File: src/rtl/coeff_mult_issue.sv
// coeff_mult_issue: accepts one polynomial's worth of (a, b) coefficient pairs
// and multiplies each pair into a full-width unsigned product. Products are
// issued in order, with a marker on the last one, toward the modular reducer.
// The datapath is a 2-stage pipeline that stalls as a unit under backpressure.
module coeff_mult_issue #(
  parameter int Q       = 3329,
  parameter int N_COEFF = 256,
  parameter int DW      = 12
) (
  input  logic            clk,
  input  logic            rst_n,
  input  logic            start_i,
  input  logic            in_valid_i,
  output logic            in_ready_o,
  input  logic [DW-1:0]   a_i,
  input  logic [DW-1:0]   b_i,
  output logic            prod_valid_o,
  input  logic            prod_ready_i,
  output logic [2*DW-1:0] product_o,
  output logic            last_o,
  output logic            busy_o,
  output logic            done_o,
  output logic            range_err_o
);

  // One extra bit so that neither counter wraps within a polynomial.
  localparam int CW = $clog2(N_COEFF) + 1;

  typedef enum logic [1:0] {IDLE, RUN, DRAIN} state_e;

  state_e          state_q, state_d;
  logic [CW-1:0]   in_cnt_q, in_cnt_d;
  logic [CW-1:0]   out_cnt_q, out_cnt_d;
  logic            range_err_q, range_err_d;
  logic            done_q, done_d;

  // Stage 1: registered operands and last-pair tag.
  logic            s1_vld_q;
  logic [DW-1:0]   s1_a_q, s1_b_q;
  logic            s1_last_q;

  // Stage 2: registered product and last-product tag.
  logic            s2_vld_q;
  logic [2*DW-1:0] s2_prod_q;
  logic            s2_last_q;

  logic            adv;
  logic            accept;
  logic            prod_hs;
  logic            in_is_last;
  logic            out_is_last;
  logic            op_err;
  logic [2*DW-1:0] mult;

  // The whole pipeline moves when the output slot is empty or being drained.
  assign adv         = !s2_vld_q || prod_ready_i;
  assign in_ready_o  = (state_q == RUN) && adv;
  assign accept      = in_valid_i && in_ready_o;
  assign prod_hs     = s2_vld_q && prod_ready_i;
  assign in_is_last  = (in_cnt_q == CW'(N_COEFF - 1));
  assign out_is_last = (out_cnt_q == CW'(N_COEFF - 1));
  assign op_err      = (a_i >= DW'(Q)) || (b_i >= DW'(Q));
  // Zero-extend before multiplying so the full 2*DW-bit product is kept.
  assign mult        = {{DW{1'b0}}, s1_a_q} * {{DW{1'b0}}, s1_b_q};

  assign prod_valid_o = s2_vld_q;
  assign product_o    = s2_prod_q;
  assign last_o       = s2_last_q & s2_vld_q;
  assign busy_o       = (state_q != IDLE);
  assign done_o       = done_q;
  assign range_err_o  = range_err_q;

  // Next-state logic for the framing FSM, counters and status flags.
  always_comb begin
    state_d     = state_q;
    in_cnt_d    = in_cnt_q;
    out_cnt_d   = out_cnt_q;
    range_err_d = range_err_q;
    done_d      = 1'b0;

    case (state_q)
      IDLE: begin
        if (start_i) begin
          state_d     = RUN;
          in_cnt_d    = '0;
          out_cnt_d   = '0;
          range_err_d = 1'b0;
        end
      end
      RUN: begin
        if (accept) begin
          in_cnt_d = in_cnt_q + CW'(1);
          if (in_is_last) begin
            state_d = DRAIN;
          end
        end
      end
      DRAIN: begin
        if (prod_hs && out_is_last) begin
          state_d = IDLE;
          done_d  = 1'b1;
        end
      end
      default: state_d = IDLE;
    endcase

    if ((state_q != IDLE) && prod_hs) begin
      out_cnt_d = out_cnt_q + CW'(1);
    end
    if (accept && op_err) begin
      range_err_d = 1'b1;
    end
  end

  // Control state: FSM, counters, sticky error, done pulse.
  always_ff @(posedge clk or negedge rst_n) begin
    if (!rst_n) begin
      state_q     <= IDLE;
      in_cnt_q    <= '0;
      out_cnt_q   <= '0;
      range_err_q <= 1'b0;
      done_q      <= 1'b0;
    end else begin
      state_q     <= state_d;
      in_cnt_q    <= in_cnt_d;
      out_cnt_q   <= out_cnt_d;
      range_err_q <= range_err_d;
      done_q      <= done_d;
    end
  end

  // Pipeline valids, tags and the visible product; reset discards in-flight work.
  always_ff @(posedge clk or negedge rst_n) begin
    if (!rst_n) begin
      s1_vld_q  <= 1'b0;
      s1_last_q <= 1'b0;
      s2_vld_q  <= 1'b0;
      s2_prod_q <= '0;
      s2_last_q <= 1'b0;
    end else if (adv) begin
      s1_vld_q  <= accept;
      s1_last_q <= accept && in_is_last;
      s2_vld_q  <= s1_vld_q;
      s2_prod_q <= mult;
      s2_last_q <= s1_last_q;
    end
  end

  // Stage-1 operand capture; qualified by s1_vld_q so no reset is needed.
  always_ff @(posedge clk) begin
    if (accept) begin
      s1_a_q <= a_i;
      s1_b_q <= b_i;
    end
  end

endmodule

File: config.mk
export PLATFORM = sky130hd
export DESIGN_NAME = coeff_mult_issue
export DESIGN_NICKNAME = d
export VERILOG_FILES = /design/src/rtl/coeff_mult_issue.sv
export SDC_FILE = /design/constraint.sdc
export NUM_CORES = 1
export LEC_CHECK = 0
export BUFFER_PORTS_ARGS = -buffer_cell sky130_fd_sc_hd__buf_2
export CAP_MARGIN = 5
export CORE_AREA = 2 2 133 135
export CTS_CLUSTER_DIAMETER = 100
export CTS_CLUSTER_SIZE = 25
export DETAILED_ROUTE_END_ITERATION = 8
export DIE_AREA = 0 0 135 137
export GPL_ROUTABILITY_DRIVEN = 0
export HOLD_SLACK_MARGIN = 0.05
export PLACE_DENSITY_LB_ADDON = 0.3
export SETUP_SLACK_MARGIN = 0.02
export SYNTH_ARGS = -nofsm -noshare
export SYNTH_HDL_FRONTEND = slang
export SYNTH_SLANG_ARGS = --single-unit
export TNS_END_PERCENT = 50
File: constraint.sdc
create_clock -name clk -period 8.1 [get_ports clk]
set_clock_uncertainty 0.05 [all_clocks]
set_input_delay 1.215 -clock clk [delete_from_list [all_inputs] [get_ports clk]]
set_output_delay 1.215 -clock clk [all_outputs]
set_load 0.02 [all_outputs]
After elaboration in Yosys (flattened, before gate mapping) --
Index checks and enable logic that the tools add are counted.
Word-level totals: register bits 74, bits of input ports 29, output and inout bits 30
Operators by class: bitwise operators 1, eq/ne operators 8, reduce and logical (&&, ||, !) cells 21, add/sub/neg operators 2, multipliers 1, $lt $le $gt $ge 2, muxes and demuxes 15
Operators with widths (count):
- 9-bit 2-to-1 mux | 4
- 12-bit greater-or-equal comparator, second input constant | 2
- 12-bit by 12-bit multiplier with 24-bit output | 1
- 9-bit by 1-bit adder with 9-bit output, second input constant | 2
- 9-bit by 8-bit equality test with 1-bit output, second input constant | 2
- 9-bit case mux with 2 select lines | 1
- 2-bit nonzero test | 6
- 2-bit 2-to-1 mux | 4
- 2-bit inequality test, second input constant | 4
- 1-bit logical AND | 7
- 2-bit case mux with 3 select lines | 1
- 1-bit 2-to-1 mux | 5
- 2-bit AND reduction | 2
- 4-bit AND reduction | 1
- 3-bit AND reduction | 1
- 2-bit by 1-bit equality test with 1-bit output, second input constant | 1
- 2-bit equality test, second input constant | 1
- 2-bit zero test | 1
- 1-bit logical OR | 2
- 1-bit AND | 1
- 1-bit zero test | 1

Longest topological paths before layout --
depth after elaboration 7, gate-level depth with buffers 20

Worst setup path after synthesis --
OpenSTA, ideal clock, no wires.
kind register to register, start point reg s1_a_q[9], end point reg s2_prod_q[21] (netlist: product_o[21]), clock period less this slack 5210 ps, arrival 5040 ps, stages on the path, launching flop included 19, setup slack 2890 ps, data required time 7930 ps, buffers on the path 1, cell sequence edfxtp_1 clkbuf_1 nand2_1 fa_1 inv_1 fa_1 fa_1 fa_1 inv_1 fa_1 inv_1 ha_1 a21oi_4 inv_2 a221o_1 a21oi_2 o21ai_2 or4_1 and3_1
Between the ends: cells in the longest elaborated chain, start to end 1
Ends and longest elaborated chain:
- start: declaration | line 39 | logic [DW-1:0] s1_a_q, s1_b_q;
- start signal: assignment | line 152 | s1_a_q <= a_i;
- 12-bit by 12-bit multiplier with 24-bit output | line 64 | assign mult = {{DW{1'b0}}, s1_a_q} * {{DW{1'b0}}, s1_b_q};
- end signal: assignment | line 144 | s2_prod_q <= mult;
- end: declaration | line 44 | logic [2*DW-1:0] s2_prod_q;
No other way between the ends. A chain may end at the register's enable or synchronous reset.

Worst setup path after layout --
start point reg s1_b_q[8], end point reg s2_prod_q[22] (netlist: product_o[22])
Between the ends: cells in the longest elaborated chain, start to end 1
Ends and longest elaborated chain:
- start: declaration | line 39
- start signal: assignment | line 153 | s1_b_q <= b_i;
- 12-bit by 12-bit multiplier with 24-bit output | line 64
No other way between the ends.

==> metrics.txt <==
Worst setup SP type flip-flop; Resized cells post-CTS 0; most frequent CP cell fa_1; Detail Placement HPWL ~13,000 um; leak pwr 4.23 nW; Synth Area per Inst 9.46 sq um; vias post-DR around 5,300; worst-path maximum fanout 12; Setup CP Type flip-flop to flip-flop; Vias/cell 5.03; placed instance area 7990 sq um; total gr overflow 0; global-route wire length before repair 27,600 um; final hold slack 0.419 ns; Post-synth EDFFs 24; sequential area share after synthesis 26.2%; CTS Buffer Depth 2; Die Span Y 137 um; final hold violations 0; Cell Pwr Density 99.6 nW/um^2; CTS buffer count 9; critical path data required time 8.29 ns; final setup fails 0; # nets final 1,027; post-synth cell types 50; max_cap viols 0; Setup TNS Final 0 ns; initial core utilization 44.2%; WP data arrival ~5.7 ns; Worst VDD drop 0.138 mV; remaining antenna violation count after routing 0; worst-path cell chain and2_1 > fa_1 > inv_1 > fa_1 > inv_1 > fa_1 > fa_1 > inv_1 > fa_1 > inv_1 > ha_1 > a21oi_1 > nand2_1 > o2111ai_1 > a21boi_2 > a221oi_2 > and3_1 > nor3_1; Clock Latency Late Sink about 0.35 ns; H-tree levels 3; Final period util 68.2%; die width ~140 um; Root Driver clkbuf_16; post-CTS setup buffers 0; largest net degree at the start of global routing 51; Fmax 0.181 GHz; core region area ~17,000 sq um; WL/cell 15.3 um; DIE AREA about 18,000 sq um; Post-CTS Hold Buffers 0; vias in the first global route 5,496; status finished clean; final slew viol count 0; setup ws final 2.57 ns; Synth Net Count 991; Gate Count Post-Synth 796; Yosys warnings 0; Slew headroom 29.0%; Detailed Route Iter0 Violations 330; utilization after layout about half; pre-CTS setup slack 2.57 ns; slowest stage delay, CP 0.56 ns; CTS tree done; layout cells sized above 1 approximately a tenth; Worst Setup End Kind flip-flop; CTS sink count 74; total wire length 16,200 um; overall routing resource usage around a fifth; port bufs 58; RSZ-0062 raised after global routing false; initial antenna violation count 0; synthesis-stage register bit count 74; Most used DFF post-synth dfrtp_1; Clock transition at path regs 0.06 ns; P&R area growth vs syn 10.3%; Tot Pwr 0.828 mW; Worst-Margin Slew 1.06 ns; area of the mapped netlist approximately 7500 sq um; Non-Filler Instances 1,062; diode count 0; ys async rst share 67.6%; Cells after DPL 1,046; DRC errors left 0; row count 48; Hold WC Path Type flip-flop to flip-flop; fin crit period 5.53 ns; CP max stage cell edfxtp_1; I/O pins 59; 1st-pass router iterations 4; fin area around 8300 sq um
[cells in the mapped netlist, drive strengths merged, types with 2 or more instances]
library cell	instances	share of area, %
nand2	140	7.0
inv	129	6.4
fa	100	27
ha	66	11
and2	63	5.2
dfrtp	50	17
clkbuf	35	1.7
nor2	32	1.6
a21oi	29	2.2
edfxtp	24	9.6
o21ai	20	1.4
xor2	12	1.4
and3	11	0.98
a21o	10	1.0
nand2b	8	0.66
nand4	8	0.66
xnor2	8	0.93
nor4	5	0.42
mux2i	4	0.53
nand3	4	0.27
nor2b	4	0.33
o211ai	4	0.46
o31ai	4	0.40
a21boi	3	0.35
a31oi	3	0.25
nor3	3	0.20
a22o	2	0.23
[logic make-up (layout without fill, tap and decap cells)]
family / Yosys count / in the layout / share of synthesized area (%)
simple gates: 282 / 282 / 17.7
flops: 74 / 74 / 26.2
buf+inv: 165 / 206 / 8.24
xor+xnor: 20 / 20 / 2.33
compound gates: 85 / 85 / 7.46
mux: 4 / 4 / 0.531
fa+ha+maj: 166 / 166 / 37.5
[area by class of cell]
class	count	area [sq um]
clock buffer	12	289
clock inverter	4	27.5
fill	1657	8750
inverter	129	484
multi-input combinational	557	4940
sequential	74	1970
tap	225	282
timing repair buffer	61	313
[per-layer routing]
metal / routed length, um / up-vias / global-route usage [%]
met5: 0 / - / 0
li1: - / 2576 / -
met2: 8120 / 83 / 33.1
met3: 531 / 17 / 3.52
met4: 266 / 0 / 5.50
met1: 7280 / 2661 / 25.6
[power breakdown]
group          leakage (nW)  internal [mW]  switching (mW)
logic                  3.22        0.00593          0.0110
registers             0.855          0.386               0
clock network         0.160          0.254           0.170
[worst max-delay path: cells and delay by family (launching register included)]
kind | cells | cell delay, ns
fa+ha+maj | 6 | 2.93
compound gates | 4 | 1.06
simple gates | 4 | 0.60
flops | 1 | 0.56
buf+inv | 4 | 0.19
[flip-flops by register name, summed over array words and instances (netlist names)]
signal / cells
done_o: 1
prod_valid_o: 1
s1_a_q: 12
out_cnt_q: 9
s2_last_q: 1
range_err_o: 1
product_o: 24
s1_last_q: 1
s1_vld_q: 1
state_q: 2
s1_b_q: 12
in_cnt_q: 9
[cells in the final DEF (no fill, tap or decap), types with 2 or more instances in the layout]
cell type | netlist | final
nor2_1 | 32 | 32
and2_1 | 63 | 63
fa_1 | 100 | 100
and3_1 | 10 | 10
a21oi_1 | 26 | 26
o31ai_1 | 4 | 4
buf_4 | 0 | 3
nand2_1 | 140 | 140
buf_2 | 1 | 58
o21ai_0 | 19 | 19
clkinv_2 | 0 | 2
nor2b_1 | 4 | 3
nor3_1 | 3 | 3
mux2i_1 | 4 | 4
inv_1 | 128 | 128
xnor2_1 | 8 | 8
a21oi_2 | 2 | 2
a22o_1 | 2 | 2
dfrtp_1 | 50 | 50
edfxtp_1 | 24 | 24
nor4_1 | 5 | 5
a21o_1 | 9 | 9
inv_6 | 0 | 2
o211ai_1 | 3 | 3
a31oi_1 | 3 | 3
clkbuf_16 | 0 | 11
nand2b_1 | 8 | 8
xor2_1 | 12 | 12
nand3_1 | 4 | 4
ha_1 | 66 | 66
a21boi_0 | 2 | 2
nand4_1 | 8 | 8
[worst paths after layout]
kind                                            start                         to  slack [ns]  cells past startpoint
worst max-delay path              s1_b_q[8]$_DFFE_PP_  product_o[22]$_DFFE_PN0N_        2.57                     18
worst min-delay path            s1_last_q$_DFFE_PN0N_      s2_last_q$_DFFE_PN0N_        0.42                      2
worst max register to register    s1_b_q[8]$_DFFE_PP_  product_o[22]$_DFFE_PN0N_        2.57                     18
worst min register to register  s1_last_q$_DFFE_PN0N_      s2_last_q$_DFFE_PN0N_        0.42                      2
max in group asynchronous                       rst_n   out_cnt_q[3]$_DFFE_PN0P_        6.66                      2
min in group asynchronous                       rst_n    in_cnt_q[5]$_DFFE_PN0P_        0.90                      2
Note: power is estimated with default switching activity, not from simulation.
